--- src/rtl/watch_alarm_pkg.sv ---
// Shared constants for the alarm watch: field limits, default widths and
// the alarm state encoding.
package watch_alarm_pkg;

  localparam int DEF_COUNT_BIT = 30;
  localparam int DEF_SEC_BIT   = 6;
  localparam int DEF_MIN_BIT   = 6;
  localparam int DEF_HOUR_BIT  = 5;
  localparam int DEF_RING_SEC  = 30;

  localparam int SEC_MAX  = 59;
  localparam int MIN_MAX  = 59;
  localparam int HOUR_MAX = 23;

  typedef logic [1:0] alarm_state_t;

  localparam alarm_state_t ALM_OFF     = 2'd0;
  localparam alarm_state_t ALM_ARMED   = 2'd1;
  localparam alarm_state_t ALM_RINGING = 2'd2;

  function automatic logic field_ok(input int unsigned value, input int unsigned max_value);
    return value <= max_value;
  endfunction

endpackage

--- src/rtl/watch_tick_gen.sv ---
// Clocks-per-second prescaler; raises a combinational tick strobe in the
// cycle the count wraps so the caller can update time on that same edge.
module watch_tick_gen
  import watch_alarm_pkg::*;
#(
  parameter int P_COUNT_BIT = DEF_COUNT_BIT
) (
  input  logic                   clk,
  input  logic                   reset,
  input  logic                   i_run_en,
  input  logic [P_COUNT_BIT-1:0] i_freq,
  input  logic                   i_clear,
  output logic                   o_tick
);

  logic [P_COUNT_BIT-1:0] count;
  logic [P_COUNT_BIT-1:0] last;

  // A frequency of 0 behaves like 1: every enabled cycle is a tick.
  assign last   = (i_freq == '0) ? '0 : i_freq - 1'b1;
  assign o_tick = i_run_en && (count >= last);

  always_ff @(posedge clk or negedge reset) begin
    if (!reset)
      count <= '0;
    else if (i_clear || o_tick)
      count <= '0;
    else if (i_run_en)
      count <= count + 1'b1;
  end

endmodule

--- src/rtl/watch_alarm_top.sv ---
// Time-of-day watch with settable time, one alarm and a bounded ring period.
// Time, tick and alarm outputs all change on the same clock edge.
module watch_alarm_top
  import watch_alarm_pkg::*;
#(
  parameter int P_COUNT_BIT = DEF_COUNT_BIT,
  parameter int P_SEC_BIT   = DEF_SEC_BIT,
  parameter int P_MIN_BIT   = DEF_MIN_BIT,
  parameter int P_HOUR_BIT  = DEF_HOUR_BIT,
  parameter int P_RING_SEC  = DEF_RING_SEC
) (
  input  logic                   clk,
  input  logic                   reset,
  input  logic                   i_run_en,
  input  logic [P_COUNT_BIT-1:0] i_freq,
  input  logic                   i_load,
  input  logic [P_SEC_BIT-1:0]   i_load_sec,
  input  logic [P_MIN_BIT-1:0]   i_load_min,
  input  logic [P_HOUR_BIT-1:0]  i_load_hour,
  input  logic                   i_alarm_set,
  input  logic [P_MIN_BIT-1:0]   i_alarm_min,
  input  logic [P_HOUR_BIT-1:0]  i_alarm_hour,
  input  logic                   i_alarm_en,
  input  logic                   i_alarm_ack,
  output logic [P_SEC_BIT-1:0]   o_sec,
  output logic [P_MIN_BIT-1:0]   o_min,
  output logic [P_HOUR_BIT-1:0]  o_hour,
  output logic                   o_tick,
  output logic                   o_load_err,
  output logic                   o_alarm
);

  localparam int RING_W = (P_RING_SEC < 1) ? 1 : $clog2(P_RING_SEC + 1);
  localparam logic [RING_W-1:0] RING_LAST = RING_W'(P_RING_SEC - 1);

  logic                  tick_raw;
  logic                  tick_eff;
  logic                  load_range;
  logic                  load_ok;
  logic                  aset_range;
  logic                  aset_ok;
  logic                  match;
  logic [P_SEC_BIT-1:0]  nxt_sec;
  logic [P_MIN_BIT-1:0]  nxt_min;
  logic [P_HOUR_BIT-1:0] nxt_hour;
  logic [P_MIN_BIT-1:0]  alarm_min;
  logic [P_HOUR_BIT-1:0] alarm_hour;
  alarm_state_t          state;
  logic [RING_W-1:0]     ring_cnt;

  assign load_range = field_ok(32'(i_load_sec), SEC_MAX) &&
                      field_ok(32'(i_load_min), MIN_MAX) &&
                      field_ok(32'(i_load_hour), HOUR_MAX);
  assign aset_range = field_ok(32'(i_alarm_min), MIN_MAX) &&
                      field_ok(32'(i_alarm_hour), HOUR_MAX);
  assign load_ok    = i_load && load_range;
  assign aset_ok    = i_alarm_set && aset_range;

  // A valid load wins over a same-cycle tick; the tick is simply lost.
  assign tick_eff   = tick_raw && !load_ok;

  watch_tick_gen #(
    .P_COUNT_BIT(P_COUNT_BIT)
  ) u_tick_gen (
    .clk      (clk),
    .reset    (reset),
    .i_run_en (i_run_en),
    .i_freq   (i_freq),
    .i_clear  (load_ok),
    .o_tick   (tick_raw)
  );

  always_comb begin
    nxt_sec  = o_sec;
    nxt_min  = o_min;
    nxt_hour = o_hour;
    if (load_ok) begin
      nxt_sec  = i_load_sec;
      nxt_min  = i_load_min;
      nxt_hour = i_load_hour;
    end else if (tick_eff) begin
      if (o_sec == P_SEC_BIT'(SEC_MAX)) begin
        nxt_sec = '0;
        if (o_min == P_MIN_BIT'(MIN_MAX)) begin
          nxt_min  = '0;
          nxt_hour = (o_hour == P_HOUR_BIT'(HOUR_MAX)) ? '0 : o_hour + 1'b1;
        end else begin
          nxt_min = o_min + 1'b1;
        end
      end else begin
        nxt_sec = o_sec + 1'b1;
      end
    end
  end

  // Only a change of time (tick or load) landing exactly on hh:mm:00 can ring.
  assign match = (load_ok || tick_eff) && (nxt_sec == '0) &&
                 (nxt_min == alarm_min) && (nxt_hour == alarm_hour);

  always_ff @(posedge clk or negedge reset) begin
    if (!reset) begin
      o_sec      <= '0;
      o_min      <= '0;
      o_hour     <= '0;
      o_tick     <= 1'b0;
      o_load_err <= 1'b0;
      alarm_min  <= '0;
      alarm_hour <= '0;
    end else begin
      o_sec      <= nxt_sec;
      o_min      <= nxt_min;
      o_hour     <= nxt_hour;
      o_tick     <= tick_eff;
      o_load_err <= (i_load && !load_range) || (i_alarm_set && !aset_range);
      if (aset_ok) begin
        alarm_min  <= i_alarm_min;
        alarm_hour <= i_alarm_hour;
      end
    end
  end

  // Ring timeout counts effective ticks only, so a stopped clock freezes it.
  always_ff @(posedge clk or negedge reset) begin
    if (!reset) begin
      state    <= ALM_OFF;
      ring_cnt <= '0;
    end else if (!i_alarm_en) begin
      state    <= ALM_OFF;
      ring_cnt <= '0;
    end else begin
      case (state)
        ALM_OFF: state <= ALM_ARMED;
        ALM_ARMED: begin
          if (match) begin
            state    <= ALM_RINGING;
            ring_cnt <= '0;
          end
        end
        ALM_RINGING: begin
          if (i_alarm_ack) begin
            state <= ALM_ARMED;
          end else if (tick_eff) begin
            if (ring_cnt == RING_LAST)
              state <= ALM_ARMED;
            else
              ring_cnt <= ring_cnt + 1'b1;
          end
        end
        default: state <= ALM_OFF;
      endcase
    end
  end

  assign o_alarm = (state == ALM_RINGING);

endmodule
--- config.mk ---
export PLATFORM = sky130hd
export DESIGN_NAME = watch_alarm_top
export DESIGN_NICKNAME = d
export VERILOG_FILES = /design/src/rtl/watch_alarm_pkg.sv /design/src/rtl/watch_tick_gen.sv /design/src/rtl/watch_alarm_top.sv
export SDC_FILE = /design/constraint.sdc
export NUM_CORES = 1
export LEC_CHECK = 0
export ABC_CLOCK_PERIOD_IN_PS = 7800
export CAP_MARGIN = 20
export CORE_MARGIN = 1
export CORE_UTILIZATION = 60
export CTS_BUF_LIST = sky130_fd_sc_hd__clkbuf_8
export CTS_CLUSTER_SIZE = 20
export DETAILED_ROUTE_END_ITERATION = 7
export PLACE_DENSITY = 0.88
export SYNTH_ARGS = -nofsm -noshare
export SYNTH_HDL_FRONTEND = slang
export SYNTH_HIERARCHICAL = 1
export SYNTH_SLANG_ARGS = --single-unit
--- constraint.sdc ---
create_clock -name clk -period 7.8 [get_ports clk]
set_clock_uncertainty 0.2 [all_clocks]
set_input_delay 1.56 -clock clk [delete_from_list [all_inputs] [get_ports clk]]
set_output_delay 1.56 -clock clk [all_outputs]
set_load 0.05 [all_outputs]
==> impl_results.md <==
* Status: finished clean
* Ys async rst share at 100%
* Post-synth top flop: dfrtp_1
* Clock power frac at 30.5%
* Area grow syn2layout at 27.4%
* Yosys reg bits at 67
* I/O pin cnt at 85
* Internal power at 0.650 mW
* Syn. warnings at 6
* Slew @ Worst Pin at 0.896 ns
* Most frequent cell after synthesis: nand2_1
* Nets at a little over 800
* RR Endpoint: state[0]$_DFFE_PN0P_
* Hold endpoint: alarm_min[2]$_DFFE_PN0P_
* Met2 wire len at 7510 µm
* Row count at 33
* Num CTS Buffers at 9
* Dpl hpwl at 11300 µm
* Worst-path clk slew at about 0.080 ns
* Relative slew margins at 40.2%
* TritonCTS clock tree: done
* Register area share after synthesis at approximately a third
* Post-route met1 wirelength at between 6000 and 7000 µm
* Worst-case clock buffer depth at 2
* DRT Pass-1 Iters at 5
* VDD IR max at 155 µV
* Hold path depth at 1
* Hold Buf Count CTS at 0
* Req. time, crit path at 7.84 ns
* Max Used Layer: met4
* Port-buffer cells at 84
* Worst-skew pair later-pin latency at 0.35 ns
* Die Ht at 95.1 µm
* Avg Vias per Cell at approximately 6.3
* Hold Path Class: reg -> reg
* Post-DP Area at between 6000 and 7000 µm²
* Synth area leaders: dfrtp_1, ha_1, xor2_1, nand2_1, nor2_1
* Largest net degree at the start of global routing at 68
* Sw frac at between 30 and 40%
* Average wire per standard cell at 18.6 µm
* Number of global-route vias before repair at approximately 5000
* Logic pwr share at 28.6%
* Crit path DAT at approximately 7.7 ns
* Startpoint class of the critical path: input pin
* Switching power at between 0.3 and 0.4 mW
* Final WS setup at 0.177 ns
* Antenna violations before repair at 0
* Netlist cell types at 70
* Final instance area at between 6000 and 7000 µm²
* Cell taking the most area after synthesis: dfrtp_1
* First-pass GRT wire length at 23700 µm
* Lkg Pwr at 2.87 nW
* Commonest cells post-synth: nand2_1, dfrtp_1, nor2_1
* Syn Inst Count at 613
* Die area at 9030 µm²
* Syn nets at 715
* CP Capture Type: flop
* Synthesized area at 5190 µm²
* Seq pwr share at 40.9%
* RR Startpoint: u_tick_gen/count[25]$_DFFE_PN0P_
* Fraction of layout instances using a drive strength above 1 at 12.1%
* Overall overflow remaining after global route at 0
* Antenna diodes at 0
* DRC at 0
* CTS H-tree depth at 3
* EDFF count, synth at 0
* R2R setup slack at 3.15 ns
* DR WL met3 at 998 µm
* CTS Sinks at 67
* Place WS at -0.183 ns
* WL final at 15500 µm
* Final Wtd Congestion at ~0.96
* GRT Overall Usage at 34.1%
* Area share of the largest cell type after synthesis at 32.3%
* CTS Root Cell: clkbuf_8
* Critical Setup Path Class: in -> reg
* Slew Limit Fails at 0
* R2R cell count at 16
* Core area at between 8000 and 9000 µm²
* Max Clk Rate at 131 MHz
* Max cap viols at 0
* Final Util at around four fifths
* Final Hold Vio Count at 0
* # setup viols final at 0
* Synth Area per Inst at about 8.5 µm²
* Initial DRC Count at 370
* Initial Utilization at 62.6%
* Final worst-path cycle share at 97.7%
* Fillers at 546
* Final ANT Viol Nets at 0
* DR vias at around 5200
* Clock period minus worst slack at between 7 and 8 ns
* Hold Startpoint: alarm_min[2]$_DFFE_PN0P_
* Maximum fanout along the worst path at 15
* Die width at 95.1 µm
* PwrDens at 153 nW/µm²
metrics by stage:
| step | power (mW) | hold slack, ns | TNS (ns) | cells |
|---|---|---|---|---|
| finish | 1.02 | 0.355 | 0 | 834 |
| global route | 1.06 | 0.376 | -0.552 | 834 |
| CTS | 1.00 | 0.351 | 0 | 829 |
| detailed placement | 0.694 | 0.317 | -1.11 | 813 |
| global placement | 0.685 | 0.315 | 0 | 813 |
| floorplan | 0.576 | 0.297 | 0 | 613 |
routing by layer:
layer / track usage [%] / up-vias
met2: 56.0 / 236
met3: 4.94 / 34
li1: - / 2437
met5: 0 / -
met1: 46.0 / 2528
met4: 11.9 / 0
critical path, stage by stage:
cell             delay (ns)
clkdlybuf4s50_1        0.42
or4_4                  0.55
or3_4                  0.37
or4b_4                 0.52
nor3_4                 0.27
nand2_4                0.13
buf_6                  0.18
nand2_1                0.08
ha_1                   0.17
nand4_1                0.15
nor4_2                 0.36
buf_4                  0.17
nand3_1                0.08
nand3_1                0.14
nor2_1                 0.07
nor2_2                 0.12
nand4b_2               0.18
or4_4                  0.60
or4_1                  0.59
a31oi_4                0.23
xor2_2                 0.12
nor4_2                 0.25
a21oi_1                0.15
o21a_1                 0.21
placed cells by master, fill, tap and decap left out, types with 5 or more instances in the layout:
cell and count:
nor2_1 62, inv_1 26, nand4_1 18, and3_1 8
or3_1 9, mux2i_1 6, nor2b_1 5, o21ai_0 18
clkbuf_8 9, mux2_2 14, dfrtp_1 67, nand2b_1 6
a21oi_1 35, nor3_1 22, nand2_1 72, a31oi_1 5
nor4_1 12, xnor2_1 23, xor2_1 35, buf_4 30
clkdlybuf4s50_1 83, nand3b_1 6, and2_1 5, ha_1 37
nand3_1 25
cells by family (layout without fill, tap and decap cells):
| logic type | Yosys count | in the layout | synth area share (%) |
|---|---|---|---|
| flip-flops | 67 | 67 | 32.3 |
| adder cells (fa/ha/maj) | 37 | 37 | 8.91 |
| multiplexers | 20 | 20 | 4.19 |
| AO/OA/AOI/OAI | 108 | 108 | 13.5 |
| XOR/XNOR | 59 | 59 | 9.95 |
| AND/OR/NAND/NOR | 280 | 280 | 27.7 |
| buffers and inverters | 42 | 158 | 3.42 |
sequential cells by signal, summed over array words and instances, names as in the netlist, 2 cells and up:
name	cells
o_hour	5
u_tick_gen/count	30
state	2
alarm_hour	5
ring_cnt	5
o_min	6
o_sec	6
alarm_min	6
power groups by stage:
| stage | clock network, mW | logic [mW] | registers [mW] |
|---|---|---|---|
| 4_1_cts | 0.311 | 0.278 | 0.412 |
| 6_report | 0.310 | 0.290 | 0.415 |
| 3_3_place_gp | 0 | 0.269 | 0.416 |
| 5_1_grt | 0.326 | 0.313 | 0.418 |
| 2_1_floorplan | 0 | 0.125 | 0.451 |
| 3_5_place_dp | 0 | 0.275 | 0.419 |
repair_timing:
action                     in CTS  in global routing
buffers inserted                0                  5
setup endpoints to repair       0                  7
gates resized for setup         0                 16
cell type report:
class	count	area (µm²)	area share, %
clock buffer	9	124	1.87
clock inverter	7	82.6	1.25
inverter	27	101	1.53
multi-input combinational	504	3430	51.8
sequential	67	1680	25.3
tap	105	131	1.99
timing repair buffer	115	1070	16.2
worst max-delay path by stage:
stage / startpoint / end / slack, ns
after global placement: i_freq[11] / ring_cnt[1]$_DFFE_PN0P_ / 0.05
final: i_freq[11] / state[0]$_DFFE_PN0P_ / 0.18
after global routing: i_freq[11] / state[0]$_DFFE_PN0P_ / -0.11
after floorplan: i_freq[11] / ring_cnt[1]$_DFFE_PN0P_ / 0.61
after detailed placement: i_freq[11] / ring_cnt[0]$_DFFE_PN0P_ / -0.18
after CTS: i_freq[11] / ring_cnt[0]$_DFFE_PN0P_ / 0.12
Note: power is estimated with default switching activity, not from simulation.
